--- config.mk ---
export PLATFORM = sky130hd
export DESIGN_NAME = mac_vec_engine_flat
export DESIGN_NICKNAME = d
export VERILOG_FILES = /design/src/rtl/mac_vec_if.sv /design/src/rtl/mac_vec_engine.sv /design/src/flat_wrapper.sv
export SDC_FILE = /design/constraint.sdc
export NUM_CORES = 1
export LEC_CHECK = 0
export BUFFER_PORTS_ARGS = -buffer_cell sky130_fd_sc_hd__buf_2
export CORE_AREA = 5 5 221 308
export DETAILED_ROUTE_END_ITERATION = 10
export DIE_AREA = 0 0 226 313
export RECOVER_POWER = 100
export SLEW_MARGIN = 20
export SYNTH_ARGS = -nofsm -noshare
export SYNTH_HDL_FRONTEND = slang
export SYNTH_SLANG_ARGS = --single-unit
--- constraint.sdc ---
create_clock -name clk -period 5 [get_ports clk]
set_clock_uncertainty 0.1 [all_clocks]
set_input_delay 0.5 -clock clk [delete_from_list [all_inputs] [get_ports clk]]
set_output_delay 0.5 -clock clk [all_outputs]
set_load 0.1 [all_outputs]
--- src/rtl/mac_vec_if.sv ---
// Operand/result stream bundle for mac_vec_engine: valid/ready beat input,
// valid/ready held result output, plus clear, beat count and overflow flags.
interface mac_vec_if #(
  parameter int DATA_W  = 8,
  parameter int ACC_W   = 24,
  parameter int LANES   = 4,
  parameter int VEC_LEN = 8
);
  localparam int CNT_W = $clog2(VEC_LEN + 1);

  logic                     clr;
  logic                     in_valid;
  logic                     in_ready;
  logic [LANES*DATA_W-1:0]  a_in;
  logic [DATA_W-1:0]        b_in;
  logic                     out_valid;
  logic                     out_ready;
  logic [LANES*ACC_W-1:0]   c_out;
  logic [CNT_W-1:0]         beat_cnt;
  logic [LANES-1:0]         ovf;

  modport master (
    output clr, in_valid, a_in, b_in, out_ready,
    input  in_ready, out_valid, c_out, beat_cnt, ovf
  );

  modport slave (
    input  clr, in_valid, a_in, b_in, out_ready,
    output in_ready, out_valid, c_out, beat_cnt, ovf
  );
endinterface

--- src/rtl/mac_vec_engine.sv ---
// Multi-lane dot-product MAC: LANES accumulators share a broadcast B operand over VEC_LEN beats.
// Define MAC_SAT_EN to make each lane add saturate and set a sticky per-lane ovf flag.
module mac_vec_engine #(
  parameter int DATA_W  = 8,
  parameter int ACC_W   = 24,
  parameter int LANES   = 4,
  parameter int VEC_LEN = 8,
  parameter int SIGNED  = 0
) (
  input  logic     clk,
  input  logic     rst_n,
  mac_vec_if.slave bus
);
  localparam int CNT_W  = $clog2(VEC_LEN + 1);
  localparam int PROD_W = 2 * DATA_W;

  typedef enum logic [1:0] {ACCUM, DRAIN, HOLD} state_t;

  state_t           state, state_next;
  logic             accept;
  logic             last_beat;
  logic             res_taken;
  logic             s1_valid;
  logic [CNT_W-1:0] beat_cnt;
  logic [ACC_W-1:0] s1_prod  [LANES];
  logic [ACC_W-1:0] acc      [LANES];
  logic [ACC_W-1:0] acc_next [LANES];

  // Full product fits in PROD_W bits for both signednesses, so only the low bits are formed.
  function automatic logic [ACC_W-1:0] mul_ext(input logic [DATA_W-1:0] a,
                                               input logic [DATA_W-1:0] b);
    logic [PROD_W-1:0] ax, bx, p;
    if (SIGNED != 0) begin
      ax = PROD_W'(signed'(a));
      bx = PROD_W'(signed'(b));
    end else begin
      ax = PROD_W'(a);
      bx = PROD_W'(b);
    end
    p = ax * bx;
    if (SIGNED != 0) return ACC_W'(signed'(p));
    else             return ACC_W'(p);
  endfunction

  assign accept    = bus.in_valid & bus.in_ready;
  assign last_beat = accept && (beat_cnt == CNT_W'(VEC_LEN - 1));
  assign res_taken = (state == HOLD) & bus.out_ready;

  // NOTE: sequential state uses non-blocking assignments so every register samples pre-edge values.
  always_ff @(posedge clk) begin
    if (!rst_n || bus.clr) state <= ACCUM;
    else                   state <= state_next;
  end

  // NOTE: each combinational output gets a default first, so no path can infer a latch.
  always_comb begin
    state_next = state;
    case (state)
      ACCUM:   if (last_beat) state_next = DRAIN;
      DRAIN:   state_next = HOLD;
      HOLD:    if (bus.out_ready) state_next = ACCUM;
      default: state_next = ACCUM;
    endcase
  end

  always_comb begin
    bus.in_ready  = rst_n & ~bus.clr & (state == ACCUM);
    bus.out_valid = (state == HOLD);
  end

  // NOTE: the product pipeline is pure datapath qualified by s1_valid, so it carries no reset.
  always_ff @(posedge clk) begin
    if (accept) begin
      for (int i = 0; i < LANES; i++)
        s1_prod[i] <= mul_ext(bus.a_in[i*DATA_W +: DATA_W], bus.b_in);
    end
  end

`ifdef MAC_SAT_EN
  logic [LANES-1:0] clamp;
  logic [LANES-1:0] ovf;

  always_comb begin
    clamp = '0;
    for (int i = 0; i < LANES; i++) begin
      acc_next[i] = acc[i] + s1_prod[i];
      if (SIGNED != 0) begin
        // Overflow only when both addends share a sign and the sum flips it.
        if ((acc[i][ACC_W-1] == s1_prod[i][ACC_W-1]) &&
            (acc_next[i][ACC_W-1] != acc[i][ACC_W-1])) begin
          clamp[i]    = 1'b1;
          acc_next[i] = acc[i][ACC_W-1] ? {1'b1, {(ACC_W-1){1'b0}}}
                                        : {1'b0, {(ACC_W-1){1'b1}}};
        end
      end else if (acc_next[i] < acc[i]) begin
        clamp[i]    = 1'b1;
        acc_next[i] = '1;
      end
    end
  end

  always_ff @(posedge clk) begin
    if (!rst_n || bus.clr || res_taken) ovf <= '0;
    else if (s1_valid)                  ovf <= ovf | clamp;
  end

  assign bus.ovf = ovf;
`else
  always_comb begin
    for (int i = 0; i < LANES; i++) acc_next[i] = acc[i] + s1_prod[i];
  end

  assign bus.ovf = '0;
`endif

  always_ff @(posedge clk) begin
    if (!rst_n || bus.clr) begin
      s1_valid <= 1'b0;
      beat_cnt <= '0;
      for (int i = 0; i < LANES; i++) acc[i] <= '0;
    end else begin
      s1_valid <= accept;
      if (res_taken) begin
        beat_cnt <= '0;
        for (int i = 0; i < LANES; i++) acc[i] <= '0;
      end else begin
        if (accept)   beat_cnt <= beat_cnt + CNT_W'(1);
        if (s1_valid) begin
          for (int i = 0; i < LANES; i++) acc[i] <= acc_next[i];
        end
      end
    end
  end

  for (genvar g = 0; g < LANES; g++) begin : g_lane_out
    assign bus.c_out[g*ACC_W +: ACC_W] = acc[g];
  end

  assign bus.beat_cnt = beat_cnt;
endmodule

--- src/flat_wrapper.sv ---
// flat-port wrapper written by rule: the top's interface ports become plain ports
module mac_vec_engine_flat 
#(
  parameter int DATA_W  = 8,
  parameter int ACC_W   = 24,
  parameter int LANES   = 4,
  parameter int VEC_LEN = 8,
  parameter int SIGNED  = 0
)
  (clk, rst_n, bus_clr, bus_in_valid, bus_a_in, bus_b_in, bus_out_ready, bus_in_ready, bus_out_valid, bus_c_out, bus_beat_cnt, bus_ovf);
  mac_vec_if #(.DATA_W(DATA_W), .ACC_W(ACC_W), .LANES(LANES), .VEC_LEN(VEC_LEN)) bus_i ();
  input  logic clk;
  input  logic rst_n;
  input wire logic [$bits(bus_i.clr)-1:0] bus_clr;
  input wire logic [$bits(bus_i.in_valid)-1:0] bus_in_valid;
  input wire logic [$bits(bus_i.a_in)-1:0] bus_a_in;
  input wire logic [$bits(bus_i.b_in)-1:0] bus_b_in;
  input wire logic [$bits(bus_i.out_ready)-1:0] bus_out_ready;
  output wire logic [$bits(bus_i.in_ready)-1:0] bus_in_ready;
  output wire logic [$bits(bus_i.out_valid)-1:0] bus_out_valid;
  output wire logic [$bits(bus_i.c_out)-1:0] bus_c_out;
  output wire logic [$bits(bus_i.beat_cnt)-1:0] bus_beat_cnt;
  output wire logic [$bits(bus_i.ovf)-1:0] bus_ovf;
  assign bus_i.clr = bus_clr;
  assign bus_i.in_valid = bus_in_valid;
  assign bus_i.a_in = bus_a_in;
  assign bus_i.b_in = bus_b_in;
  assign bus_i.out_ready = bus_out_ready;
  assign bus_in_ready = bus_i.in_ready;
  assign bus_out_valid = bus_i.out_valid;
  assign bus_c_out = bus_i.c_out;
  assign bus_beat_cnt = bus_i.beat_cnt;
  assign bus_ovf = bus_i.ovf;
  mac_vec_engine #(.DATA_W(DATA_W), .ACC_W(ACC_W), .LANES(LANES), .VEC_LEN(VEC_LEN), .SIGNED(SIGNED)) u_core (.clk(clk), .rst_n(rst_n), .bus(bus_i));
endmodule
==> results of run 1 <==
## final timing paths
path	startpoint	to	slack [ns]	cells after the start
worst max register to register	u_core.state[1]$_SDFFE_PP0P_	u_core.bus.beat_cnt[3]$_SDFFE_PP0P_	1.13	5
worst min-delay path	bus_in_valid	u_core.s1_valid$_SDFF_PP0_	0.16	2
worst min register to register	u_core.acc[2][23]$_SDFFE_PP0P_	u_core.acc[2][23]$_SDFFE_PP0P_	0.37	2
worst max-delay path	bus_b_in[3]	u_core.s1_prod[2][14]$_DFFE_PP_	0.18	19
## power by group through the flow
stage	Clock (W)	Combinational, W	Sequential (W)
after global routing	0.00143	0.00534	0.00188
after global placement	0	0.00463	0.00190
final	0.00134	0.00466	0.00187
after CTS	0.00138	0.00474	0.00187
after detailed placement	0	0.00470	0.00190
after floorplan	0	0.00303	0.00214
## flip-flops by register name, summed over array words and instances, names as in the netlist
name	count
u_core.bus.beat_cnt	4
u_core.state	2
u_core.s1_valid	1
u_core.s1_prod	64
u_core.acc	96
## through the flow
stage / TNS [ns] / power [W]
final: 0 / 0.00787
after CTS: 0 / 0.00800
after global placement: -4.15 / 0.00653
after detailed placement: -5.34 / 0.00660
after floorplan: 0 / 0.00517
after global routing: 0 / 0.00865
## cell type report
| type | count | share of cell area, % |
|---|---|---|
| Clock inverter | 14 | 0.578 |
| Clock buffer | 18 | 2.08 |
| Antenna cell | 4 | 0.0462 |
| Inverter | 281 | 4.87 |
| Sequential cell | 167 | 21.7 |
| Timing Repair Buffer | 269 | 7.45 |
| Multi-Input combinational cell | 1435 | 58.4 |
| Tap cell | 847 | 4.89 |
## worst max-delay path, stage by stage
cell      delay, ns
buf_2          0.15
clkbuf_1       0.15
and2_1         0.17
fa_1           0.48
ha_1           0.32
ha_1           0.21
fa_1           0.49
ha_1           0.30
inv_1          0.06
fa_1           0.52
inv_1          0.04
ha_1           0.32
o21a_1         0.13
a21oi_1        0.22
a21oi_1        0.12
o21a_1         0.20
o21a_1         0.18
o211a_1        0.23
xor2_1         0.14
## layout by cell type, fill, tap and decap left out, types with 6 or more instances in the layout
cell type,Yosys,final
ha_1,289,285
inv_1,281,281
and2_1,213,191
fa_1,144,144
edfxtp_1,136,136
nor2_1,127,128
clkbuf_1,38,110
buf_4,4,103
nand2_1,98,96
a21oi_1,86,84
xnor2_1,57,57
o21ai_0,57,54
xor2_1,46,46
buf_2,0,37
a21o_1,32,32
dfxtp_1,31,31
o21a_1,28,28
a211oi_1,26,26
nand3_1,24,24
and2_0,0,20
clkbuf_16,0,19
nor3_1,18,18
or3_1,16,16
and3_1,14,15
mux2i_1,15,15
a31oi_1,11,13
nor2b_1,12,12
o21ai_1,8,11
nand2b_1,10,11
o21bai_1,10,10
nand4_1,9,9
o211ai_1,6,6
buf_6,0,6
clkbuf_4,0,6
## synth_stat cells, drive strengths merged, types with 28 or more instances
| master | count |
|---|---|
| xor2 | 46 |
| a21oi | 86 |
| edfxtp | 136 |
| xnor2 | 57 |
| and2 | 214 |
| dfxtp | 31 |
| clkbuf | 41 |
| ha | 289 |
| nor2 | 128 |
| a21o | 33 |
| o21ai | 65 |
| nand2 | 98 |
| o21a | 28 |
| inv | 281 |
| fa | 144 |
## metal layers
| layer | wire, um | GRT usage, % |
|---|---|---|
| met4 | 898 | 3.92 |
| met1 | 19100 | 15.1 |
| met3 | 1430 | 2.13 |
| met5 | 13 | 0 |
| met2 | 23800 | 24.0 |
## kinds of logic after synthesis
| logic type | Yosys count | synth area share [%] |
|---|---|---|
| mux | 15 | 0.807 |
| xor+xnor | 103 | 4.85 |
| fa+ha+maj | 433 | 34.9 |
| simple gates | 559 | 15.6 |
| other cells | 1 | 0.0202 |
| compound gates | 321 | 11.7 |
| buf+inv | 327 | 6.84 |
| flops | 167 | 25.3 |
## what timing repair did
action                                  in CTS  in global routing
setup buffers                                0                  1
endpoints found under the setup margin       0                 11
resized for setup                            0                 21
==> qor.yml, run 1 <==
seqPwrFrac_pct: 23.7
setup_viol: 0
numCtsBuffers: 17
ys_async_sr_fraction_pct: 0
p_comb_share_pct: 59.2
grtUsageTotal_pct: 12.9
synth_area_per_cell_um2: 9.66
die-area_um2: 70700
htreeDepth: 4
ys_warn_count: 0
worst_setup_path_start_kind: "primary input"
ir_drop_uv: 187
synth_edf_count: 136
grt_first_pass_wirelength_um: 75400
seqCellArea_um2: 4700
globalplace.congestion: 0.906
drive_gt1_share_pct: 10.0
worstPathRequired_ns: 5.11
endpoint_kind: "register"
holdCritPathClass: "primary input to register"
hold_viol_final: 0
design_area_um2: 21700
intPower_w: 0.00465
start_util_pct: 28.6
multi_input_area_um2: 12600
syn_inst: 1926
nets: 2649
synth_top_area_cell: "edfxtp_1"
rsz0062_at_grt: "no"
instances_no_fill: 3035
ant_nets: 0
ys_seq_elements: 167
grt_max_degree: 74
powerDensity_nw_per_um2: 363
power.share.switching_pct: 40.9
cts-hold-fix-buffers: 0
status: "complete, but fails checks"
core_um2: 65100
post-route-min-period_ns: 4.82
criticalPathCategory: "primary input to register"
tightestPinTransition_ns: 3.25
routed_wirelength_um: 45300
die_w_um: 226
clkPwrFrac_pct: 17.0
p_sw_w: 0.00322
timing.fmax_ghz: 0.207
antenna_found_initial: 5
crit_fanout: 5
wl_per_cell_um: 14.9
yosys-top-cells-area: "edfxtp_1 (22%), ha_1 (19%), fa_1 (15%)"
placed_area_um2: 21200
via_count: 14300
cts_tree: "done"
fp.dieH_um: 313
cts_buffer_depth: 2
dp_hpwl_um: 37100
crit_arrival_ns: 4.93
relSlewSlack_pct: -116
via_per_inst: 4.70
cts_root_buf: "clkbuf_16"
utilization_pct: 33.3
clk_pin_slew_worst_paths_ns: 0.07
violations: "capacitance limit, slew limit"
port_buffers: 146
slew_violations: 144
pre_cts_slack_ns: -0.394
ys_types: 74
whs_ns: 0.160
io_pins: 151
gr-total-overflow: 0
fin_crit_sh_pct: 96.5
syn2layout_area_growth_pct: 16.4
fillerInstances: 6624
place_inst: 2997
drtPass1Iterations: 5
layout_setup_ws_ns: 0.177
synth.cell_area_um2: 18600
yosysSeqAreaShare_pct: 25.3
cap_violations: 2
first_iter_violations: 532
synthFlopType: "edfxtp_1"
synth_top_area_share_pct: 21.9
rows: 111
clkLatencyLatePin_ns: 0.46
leakage_nw: 10.2
remaining_drc_errors: 0
clock_sinks: 167
grt_pass1_vias: 15400
Note: power is estimated with default switching activity, not from simulation.
==> run 2, diff against run 1 <==
==> constraint.sdc (replaced) <==
create_clock -name clk -period 5 [get_ports clk]
set_clock_uncertainty 0.1 [all_clocks]
set_input_delay 0.25 -clock clk [delete_from_list [all_inputs] [get_ports clk]]
set_output_delay 0.25 -clock clk [all_outputs]
set_load 0.1 [all_outputs]
==> run 2 against run 1 <==
The run still ends with capacitance limit, slew limit left. Total power shrank 4.4%. Clock power about the same. Flip-flop and latch count is the same. Via count down 1.4%. Hold slack lost 0.087 ns. Die area did not move. Register-to-register slack lost 0.18 ns. Critical endpoint is now u_core.s1_prod[2][15]$_DFFE_PP_.
==> qor.yml, run 2 (synthesized netlist as in run 1, its figures left out) <==
die-area_um2: 70700
drive_gt1_share_pct: 7.32
tightestPinTransition_ns: 2.58
worst_setup_path_start_kind: "primary input"
grt_max_degree: 36
regToRegSetupSlack_ns: 0.95
grtUsageMet1_pct: 15.4
slew_violations: 36
use_met3_pct: 2.55
setup_viol: 0
r2r_end: "u_core.s1_prod[1][15]$_DFFE_PP_"
hold_viol_final: 0
status: "complete, but fails checks"
fin_crit_sh_pct: 94.3
wl_per_cell_um: 15.3
ir_drop_uv: 175
grt_pass1_vias: 14900
post_cts_buffers: 0
worstReg2RegStart: "u_core.state[1]$_SDFFE_PP0P_"
nets: 2596
via_count: 14100
crit_fanout: 9
instances_no_fill: 2981
cts_tree: "done"
grt_use_met2_pct: 23.6
htreeDepth: 4
endpoint_kind: "register"
criticalPathCategory: "primary input to register"
routed_wirelength_um: 45600
fillerInstances: 6678
clkLatencyLatePin_ns: 0.45
fp.dieH_um: 313
holdCritPathClass: "primary input to register"
clk_pin_slew_worst_paths_ns: 0.07
multi_input_area_um2: 12600
antenna_found_initial: 6
rows: 111
r2r_cells: 3
dp_hpwl_um: 37500
finalPower_w: 0.00752
start_util_pct: 28.6
violations: "capacitance limit, slew limit"
placed_area_um2: 20700
cap_violations: 1
cts_buffer_depth: 2
powerDensity_nw_per_um2: 356
place_inst: 2944
top_usage_layer: "met2"
first_iter_violations: 553
core_um2: 65100
seqCellArea_um2: 4700
syn2layout_area_growth_pct: 13.6
crit_arrival_ns: 4.80
cts_root_buf: "clkbuf_16"
io_pins: 151
final_cell_mix: "ha_1 (289), inv_1 (281), and2_1 (189)"
largest_registers: "u_core.acc: 96 flops, u_core.s1_prod: 64 flops, u_core.bus.beat_cnt: 4 flops"
grt_first_pass_wirelength_um: 74900
layout_commonest_cell: "ha_1"
numCtsBuffers: 17
rsz0062_at_grt: "no"
die_w_um: 226
drtPass1Iterations: 5
via_per_inst: 4.72
gr-total-overflow: 0
design_area_um2: 21100
timing.fmax_ghz: 0.212
min_from: "bus_out_ready"
clock_sinks: 167
leakage_nw: 9.90
relSlewSlack_pct: -72.0
ant_nets: 0
globalplace.congestion: 0.850
largest_reg_flops: 96
post-route-min-period_ns: 4.72
min_path_cells: 4
grtUsageTotal_pct: 13.1
worstPathRequired_ns: 5.09
min_to: "u_core.acc[2][13]$_SDFFE_PP0P_"
largest_register: "u_core.acc"
port_buffers: 146
remaining_drc_errors: 0
run 2: area by class of cell:
cell class / instances / area share [%]
inverters: 281 / 4.99
clock inverters: 9 / 0.308
clock buffers: 23 / 2.41
diodes: 3 / 0.0355
multi-input cells: 1435 / 59.5
repair buffers: 216 / 5.46
flip-flops and latches: 167 / 22.3
well taps: 847 / 5.01
run 2: timing repair:
item,CTS,global route
hold buffers,2,0
resized for setup,0,0
endpoints found under the hold margin,2,0
run 2: worst max-delay path by stage:
| stage | startpoint | to | slack (ns) | cells past startpoint |
|---|---|---|---|---|
| 4_1_cts | bus_b_in[5] | u_core.s1_prod[3][15]$_DFFE_PP_ | 0.32 | 18 |
| 3_5_place_dp | bus_b_in[5] | u_core.s1_prod[3][15]$_DFFE_PP_ | -0.17 | 18 |
| 2_1_floorplan | bus_b_in[6] | u_core.s1_prod[2][14]$_DFFE_PP_ | 0.02 | 19 |
| 3_3_place_gp | bus_b_in[5] | u_core.s1_prod[2][14]$_DFFE_PP_ | -0.14 | 19 |
| 5_1_grt | bus_b_in[2] | u_core.s1_prod[2][15]$_DFFE_PP_ | 0.01 | 20 |
| 6_report | bus_b_in[6] | u_core.s1_prod[2][15]$_DFFE_PP_ | 0.28 | 20 |
run 2: critical path, cell delays in order:
cell	delay, ns
buf_2	0.20
nand2_1	0.12
fa_1	0.53
fa_1	0.55
inv_1	0.04
ha_1	0.19
fa_1	0.49
ha_1	0.28
inv_1	0.05
fa_1	0.53
inv_1	0.05
ha_1	0.29
buf_4	0.13
o21ai_0	0.09
o21ai_0	0.31
a21oi_1	0.14
o21ai_0	0.19
a21oi_1	0.10
a21oi_1	0.18
xnor2_1	0.09
run 2: layer usage:
metal	part of all wire (%)	wire, um
met2	52	23500
met4	2.6	1200
met1	42	19100
met5	0.059	27
met3	3.8	1720
run 2: metrics by stage:
stage	setup TNS [ns]	hold WS [ns]	setup WS (ns)	util, %
detailed placement	-1.15	0.370	-0.169	31.9
CTS	0	0.0298	0.318	32.8
finish	0	0.0731	0.284	32.4
global placement	-0.424	0.362	-0.139	31.9
floorplan	0	0.272	0.0247	-
global route	0	0.0727	0.00983	32.4
run 2: power breakdown:
| part | switching [W] | leakage [nW] | internal, W | total (W) |
|---|---|---|---|---|
| registers | 0.0000792 | 1.63 | 0.00180 | 0.00188 |
| clock network | 0.000590 | 0.289 | 0.000721 | 0.00131 |
| logic | 0.00247 | 7.98 | 0.00187 | 0.00434 |
| total | 0.00314 | 9.90 | 0.00438 | 0.00752 |
